==> config.mk <==
export PLATFORM = sky130hd
export DESIGN_NAME = trap_sequencer
export DESIGN_NICKNAME = d
export VERILOG_FILES = /design/src/rtl/trap_sequencer.sv
export SDC_FILE = /design/constraint.sdc
export NUM_CORES = 1
export LEC_CHECK = 0
export BUFFER_PORTS_ARGS = -buffer_cell sky130_fd_sc_hd__buf_2
export CORE_AREA = 2 2 171 173
export CTS_CLUSTER_SIZE = 25
export DETAILED_ROUTE_END_ITERATION = 10
export DIE_AREA = 0 0 173 175
export HOLD_SLACK_MARGIN = 0.08
export PLACE_DENSITY = 0.51
export SLEW_MARGIN = 30
export SYNTH_ARGS = -nofsm -noshare
export SYNTH_HDL_FRONTEND = slang
export SYNTH_SLANG_ARGS = --single-unit
==> constraint.sdc <==
create_clock -name clk -period 4.57 [get_ports clk]
set_input_delay 0.2285 -clock clk [delete_from_list [all_inputs] [get_ports clk]]
set_output_delay 0.2285 -clock clk [all_outputs]
set_load 0.02 [all_outputs]
==> src/rtl/trap_sequencer.sv <==
// Trap entry / xRET sequencer: drains the pipeline, writes xEPC/xCAUSE/xTVAL/mstatus
// through the shared CSR write port, updates privilege and redirects fetch.
module trap_sequencer #(
  parameter int XLEN            = 32,
  parameter bit VECTORED_ENABLE = 1'b1
) (
  input  logic            clk,
  input  logic            rst,
  input  logic            trapValid,
  input  logic            trapIsInterrupt,
  input  logic [4:0]      trapCause,
  input  logic [XLEN-1:0] trapValue,
  input  logic [XLEN-1:0] trapPc,
  input  logic            retValid,
  input  logic [1:0]      retPrivilege,
  output logic            reqReady,
  input  logic            pipelineEmpty,
  output logic            flush,
  input  logic [1:0]      privilege,
  output logic            privWriteEnable,
  output logic [1:0]      privWriteValue,
  input  logic [XLEN-1:0] medeleg,
  input  logic [XLEN-1:0] mideleg,
  input  logic [XLEN-1:0] mtvec,
  input  logic [XLEN-1:0] stvec,
  input  logic [XLEN-1:0] mepc,
  input  logic [XLEN-1:0] sepc,
  input  logic [XLEN-1:0] mstatus,
  input  logic            pipeWriteEnable,
  input  logic [11:0]     pipeWriteAddr,
  input  logic [XLEN-1:0] pipeWriteValue,
  output logic            csrWriteEnable,
  output logic [11:0]     csrWriteAddr,
  output logic [XLEN-1:0] csrWriteValue,
  output logic            redirectValid,
  output logic [XLEN-1:0] redirectPc,
  output logic [2:0]      dbgState
);

  typedef enum logic [2:0] {
    S_IDLE, S_DRAIN, S_WR_EPC, S_WR_CAUSE, S_WR_TVAL, S_WR_STATUS, S_REDIRECT
  } state_e;

  state_e          state_q, state_d;
  logic            is_trap_q, is_trap_d;
  logic            is_int_q, is_int_d;
  logic [4:0]      cause_q, cause_d;
  logic [XLEN-1:0] tval_q, tval_d;
  logic [XLEN-1:0] pc_q, pc_d;
  // Supervisor flavour: delegated trap, or SRET for a return.
  logic            to_s_q, to_s_d;

  logic [XLEN-1:0] deleg_mask;
  logic            deleg;
  logic [XLEN-1:0] status_new;
  logic [1:0]      priv_new;
  logic [XLEN-1:0] tvec;
  logic [XLEN-1:0] redirect_target;

  assign dbgState   = state_q;
  assign deleg_mask = trapIsInterrupt ? mideleg : medeleg;
  assign deleg      = (privilege != 2'd3) && deleg_mask[trapCause];

  always_comb begin
    state_d   = state_q;
    is_trap_d = is_trap_q;
    is_int_d  = is_int_q;
    cause_d   = cause_q;
    tval_d    = tval_q;
    pc_d      = pc_q;
    to_s_d    = to_s_q;
    case (state_q)
      S_IDLE: begin
        if (trapValid) begin
          state_d   = S_DRAIN;
          is_trap_d = 1'b1;
          is_int_d  = trapIsInterrupt;
          cause_d   = trapCause;
          tval_d    = trapValue;
          pc_d      = trapPc;
          to_s_d    = deleg;
        end else if (retValid) begin
          state_d   = S_DRAIN;
          is_trap_d = 1'b0;
          is_int_d  = 1'b0;
          to_s_d    = (retPrivilege == 2'd1);
        end
      end
      S_DRAIN:     if (pipelineEmpty) state_d = is_trap_q ? S_WR_EPC : S_WR_STATUS;
      S_WR_EPC:    state_d = S_WR_CAUSE;
      S_WR_CAUSE:  state_d = S_WR_TVAL;
      S_WR_TVAL:   state_d = S_WR_STATUS;
      S_WR_STATUS: state_d = S_REDIRECT;
      S_REDIRECT:  state_d = S_IDLE;
      default:     state_d = S_IDLE;
    endcase
  end

  always_comb begin
    status_new = mstatus;
    priv_new   = 2'd3;
    if (is_trap_q) begin
      if (to_s_q) begin
        status_new[5] = mstatus[1];
        status_new[1] = 1'b0;
        status_new[8] = privilege[0];
        priv_new      = 2'd1;
      end else begin
        status_new[7]     = mstatus[3];
        status_new[3]     = 1'b0;
        status_new[12:11] = privilege;
        priv_new          = 2'd3;
      end
    end else if (to_s_q) begin
      status_new[1] = mstatus[5];
      status_new[5] = 1'b1;
      status_new[8] = 1'b0;
      priv_new      = {1'b0, mstatus[8]};
    end else begin
      status_new[3]     = mstatus[7];
      status_new[7]     = 1'b1;
      status_new[12:11] = 2'd0;
      priv_new          = mstatus[12:11];
    end
  end

  always_comb begin
    tvec            = to_s_q ? stvec : mtvec;
    redirect_target = tvec & ~{{(XLEN-2){1'b0}}, 2'b11};
    if (!is_trap_q) begin
      redirect_target = to_s_q ? sepc : mepc;
    end else if (VECTORED_ENABLE && tvec[1:0] == 2'b01 && is_int_q) begin
      redirect_target = redirect_target + {{(XLEN-7){1'b0}}, cause_q, 2'b00};
    end
  end

  always_comb begin
    reqReady        = 1'b0;
    flush           = 1'b1;
    privWriteEnable = 1'b0;
    privWriteValue  = 2'd0;
    csrWriteEnable  = pipeWriteEnable;
    csrWriteAddr    = pipeWriteAddr;
    csrWriteValue   = pipeWriteValue;
    redirectValid   = 1'b0;
    redirectPc      = '0;
    case (state_q)
      S_IDLE: begin
        reqReady = 1'b1;
        flush    = 1'b0;
      end
      S_DRAIN: ;
      S_WR_EPC: begin
        csrWriteEnable = 1'b1;
        csrWriteAddr   = to_s_q ? 12'h141 : 12'h341;
        csrWriteValue  = pc_q;
      end
      S_WR_CAUSE: begin
        csrWriteEnable = 1'b1;
        csrWriteAddr   = to_s_q ? 12'h142 : 12'h342;
        csrWriteValue  = {is_int_q, {(XLEN-6){1'b0}}, cause_q};
      end
      S_WR_TVAL: begin
        csrWriteEnable = 1'b1;
        csrWriteAddr   = to_s_q ? 12'h143 : 12'h343;
        csrWriteValue  = tval_q;
      end
      S_WR_STATUS: begin
        csrWriteEnable  = 1'b1;
        csrWriteAddr    = 12'h300;
        csrWriteValue   = status_new;
        privWriteEnable = 1'b1;
        privWriteValue  = priv_new;
      end
      default: begin
        csrWriteEnable = 1'b0;
        csrWriteAddr   = 12'h000;
        csrWriteValue  = '0;
        redirectValid  = 1'b1;
        redirectPc     = redirect_target;
      end
    endcase
    // Reset abandons any in-flight sequence; only the pipeline passthrough survives.
    if (rst) begin
      reqReady        = 1'b0;
      flush           = 1'b0;
      privWriteEnable = 1'b0;
      privWriteValue  = 2'd0;
      csrWriteEnable  = pipeWriteEnable;
      csrWriteAddr    = pipeWriteAddr;
      csrWriteValue   = pipeWriteValue;
      redirectValid   = 1'b0;
      redirectPc      = '0;
    end
  end

  always_ff @(posedge clk) begin
    if (rst) begin
      state_q   <= S_IDLE;
      is_trap_q <= 1'b0;
      is_int_q  <= 1'b0;
      cause_q   <= 5'd0;
      tval_q    <= '0;
      pc_q      <= '0;
      to_s_q    <= 1'b0;
    end else begin
      state_q   <= state_d;
      is_trap_q <= is_trap_d;
      is_int_q  <= is_int_d;
      cause_q   <= cause_d;
      tval_q    <= tval_d;
      pc_q      <= pc_d;
      to_s_q    <= to_s_d;
    end
  end

endmodule
==> flow_summary_export.csv <==
group,metric,value,unit
outcome,status,"finished, final reports clean",
sta,final-hold-violation-count,0,
yosys,synth.distinct_cells,59,
yosys,netlist_instances,960,
cells_and_area,fillers,3163,
sta,tightest_slew,0.939,ns
detailed_routing,dr.first_iter.drc_count,555,
pwr,p_leak,0.00409,µW
worst_setup_path,crit_fanout,39,
pwr,p_comb_frac,0.425,
detailed_routing,vias_per_cell,5.04,
global_routing,first_global_vias,8407,
global_routing,track_usage,0.215,
detailed_routing,drc,0,
worst_setup_path,r2r_end,"tval_q[27]",
detailed_routing,dr.pass1.iters,6,
worst_setup_path,reg2reg_slack,2.23,ns
run,cap_violations,0,
cells_and_area,finalNonFillerCells,1726,
detailed_routing,wl_per_cell,19.7,µm
floorplanning,die_height,175,µm
place,placed_cells,1704,
clocking,clock_latency,0.33,ns
yosys,seq_area_frac_synth,0.220,
worst_setup_path,cp.depth,9,
clocking,numCtsBuffers,9,
worst_setup_path,crit_path_end,"redirectPc[15]",
worst_setup_path,crit_start,"to_s_q",
sta,finalCriticalPeriod,3.81,ns
yosys,synth-main-ff-cell,"dfxtp_1",
worst_setup_path,r2r-start,"dbgState[2]",
pwr,p_sw_frac,0.388,
worst_setup_path,critPathBufInv,3,
cells_and_area,register_area,1510,µm²
sta,fmax,263,MHz
floorplanning,fp.dieW,173,µm
worst_setup_path,start_kind,"flop",
global_routing,grt_max_degree,89,
cells_and_area,finish.utilization,0.338,
cells_and_area,nets,1685,
floorplanning,rows,62,
sta,drv_slew,0,
clocking,cts_tree,"yes",
min_path,min_path_type,"in -> reg",
sta,min_period_over_period,0.833,
clocking,cts_setup_buffers,0,
worst_setup_path,worstPathArrival,3.58,ns
clocking,h-tree-depth,3,
clocking,ctsResizeCount,0,
worst_setup_path,cpPeakStageDelay,0.54,ns
pwr,power_density,282,nW/µm²
yosys,synth_edf_count,0,
pwr,internal-power,1660,µW
floorplanning,core,28400,µm²
sta,setup_tns,0,ns
pwr,clockPowerShare,0.287,
sta,finClkSkew,0.00514,ns
cells_and_area,final_layout_size_suffix_gt1_frac,0.385,
worst_setup_path,crit_type,"reg -> out",
pwr,seq_power_share,0.288,
pwr,ir_drop,0.000130,V
worst_setup_path,end_kind,"primary output",
global_routing,grt_first_pass_wirelength,50.6,mm
pwr,p_switching,1050,µW
cells_and_area,multi_input_area,4930,µm²
global_routing,grt.overflow.total,0,
worst_setup_path,worst_r2r_path_depth,5,
floorplanning,io_pins,434,
clocking,cts.sinks,75,
place,dp_hpwl,27.3,mm
place,placed_area,9250,µm²
cells_and_area,area_delta_synth_final,40.5,%
yosys,synth_seq_cells,75,
detailed_routing,via_count,8700,
worst_setup_path,crit_path_frequent_cell,"buf_4",
yosys,synthArstFlopShare,0,
worst_setup_path,worstPathRequired,4.34,ns
yosys,synth_area,6830,µm²
yosys,syn_area_per_cell,7.11,µm²
place,numPortBuffers,433,
yosys,ys_warn_count,0,
detailed_routing,ant_nets,0,
yosys,syn_nets,1314,
clocking,holdBufCountCts,0,
clocking,cts-root-buf,"clkbuf_16",
global_routing,antenna_found_initial,9,
worst_setup_path,crit_slowest_cell,"nor4_1",
sta,setup_viol,0,
sta,hold_ws,0.129,ns
clocking,clk_pin_slew,0.06,ns
sta,relSlewSlack,0.374,
clocking,clock_path_buffers,2,
place,routabilityCongestion,0.943,
worst_setup_path,crit_family,"simple AND/OR/NAND/NOR gates",
floorplanning,start_util,0.240,
cells_and_area,final_area,9590,µm²
worst_setup_path,crit_chain,"buf_4 > and3b_1 > o21a_1 > o211ai_1 > buf_4 > nor4_1 > nand2b_1 > a21oi_1 > buf_2",
sta,rsz0062_at_grt,"false",
detailed_routing,wirelength,34.1,mm
floorplanning,dieArea,30300,µm²
## per-layer routing
layer / vias up / share of wire / GRT usage / wire length (µm)
met5: - / 0.00094 / 0 / 32
met4: 6 / 0.024 / 0.0773 / 816
met3: 47 / 0.056 / 0.0285 / 1920
met2: 330 / 0.48 / 0.362 / 16300
met1: 4024 / 0.44 / 0.282 / 15000
li1: 4293 / - / - / -
## tightest hold or removal path: stages
cell     delay [ns]
buf_2          0.09
nand2_1        0.04
a21oi_1        0.05
## Yosys cell counts, types with 2 or more instances
master | n | share of area
a211oi_1 | 21 | 0.023
a21oi_1 | 135 | 0.099
a221oi_1 | 6 | 0.0077
a22o_1 | 25 | 0.032
a22oi_1 | 60 | 0.066
a31oi_1 | 6 | 0.0055
a32oi_1 | 4 | 0.0051
and2_1 | 9 | 0.0082
and3_1 | 3 | 0.0028
buf_1 | 9 | 0.0049
buf_2 | 10 | 0.0073
buf_6 | 2 | 0.0033
clkbuf_1 | 68 | 0.037
dfxtp_1 | 75 | 0.22
ha_1 | 5 | 0.0092
inv_1 | 10 | 0.0055
mux2_2 | 27 | 0.045
mux2i_1 | 40 | 0.059
mux4_2 | 10 | 0.033
nand2_1 | 162 | 0.089
nand2b_1 | 3 | 0.0028
nand3_1 | 19 | 0.014
nand3b_1 | 5 | 0.0055
nand4_1 | 4 | 0.0037
nor2_1 | 64 | 0.035
nor2b_1 | 16 | 0.015
nor3_1 | 14 | 0.010
nor3b_1 | 3 | 0.0033
nor4_1 | 7 | 0.0064
nor4b_1 | 2 | 0.0026
o211ai_1 | 6 | 0.0066
o21a_1 | 5 | 0.0055
o21ai_0 | 56 | 0.041
o21ai_1 | 2 | 0.0015
o22a_1 | 2 | 0.0026
o22ai_1 | 11 | 0.010
o31ai_1 | 9 | 0.0099
or3_1 | 5 | 0.0046
or4_1 | 5 | 0.0055
xnor2_1 | 5 | 0.0064
xor2_1 | 12 | 0.015
## kinds of logic (layout without fill, tap and decap cells)
kind of cell,count (synthesis),after routing,synth area share
compound gates,359,359,0.333
simple gates,325,325,0.215
buf+inv,100,476,0.0596
mux,78,78,0.138
flops,75,75,0.220
xor+xnor,17,17,0.0218
fa+ha+maj,6,6,0.0121
other cells,0,6,0
## placed cells by master, fill, tap and decap left out, types with 12 or more instances in the layout
master,n
a21oi_1,135
a22o_1,25
xor2_1,12
buf_4,18
nand2_1,161
o21ai_0,56
buf_2,432
nor3_1,14
dfxtp_1,73
a211oi_1,21
a22oi_1,60
mux2_2,27
mux2i_1,40
nor2_1,64
nand3_1,19
nor2b_1,14
## power by group through the flow
stage	registers, µW	logic [µW]	clock network (µW)
final	780	1150	777
after floorplan	776	729	0
after global routing	791	1270	824
after global placement	792	1150	0
after CTS	780	1160	801
after detailed placement	795	1160	0
## final cells by class
cell class,instances,share of cell area
Antenna cell,6,0.00157
Clock inverter,5,0.00874
Multi-Input combinational cell,785,0.514
Inverter,10,0.00391
Sequential cell,75,0.157
Clock buffer,11,0.0253
Timing Repair Buffer,450,0.240
Tap cell,384,0.0501
## worst min path at each step
stage	startpoint	endpoint	slack, ns	depth (start not counted)
after floorplan	trapPc[0]	pc_q[0]	0.36	2
after global placement	tval_q[23]	tval_q[23]	0.44	2
after detailed placement	pc_q[3]	pc_q[3]	0.45	2
after CTS	trapValue[2]	tval_q[2]	0.11	3
after global routing	trapPc[25]	pc_q[25]	0.13	3
final	trapValue[2]	tval_q[2]	0.13	3
## per-stage QoR
step | total power (µW) | setup slack, ns
2_1_floorplan | 1510 | 0.904
3_3_place_gp | 1940 | 1.24
3_5_place_dp | 1950 | 1.17
4_1_cts | 2740 | 0.792
5_1_grt | 2880 | 0.589
6_report | 2710 | 0.762
## flip-flops by register name (all words and copies together), names as in the netlist
| name | count |
|---|---|
| pc_q | 32 |
| cause_q | 5 |
| tval_q | 32 |
| dbgState | 3 |
| is_int_q | 1 |
| to_s_q | 1 |
| is_trap_q | 1 |
(Power assumes the default switching activity.)
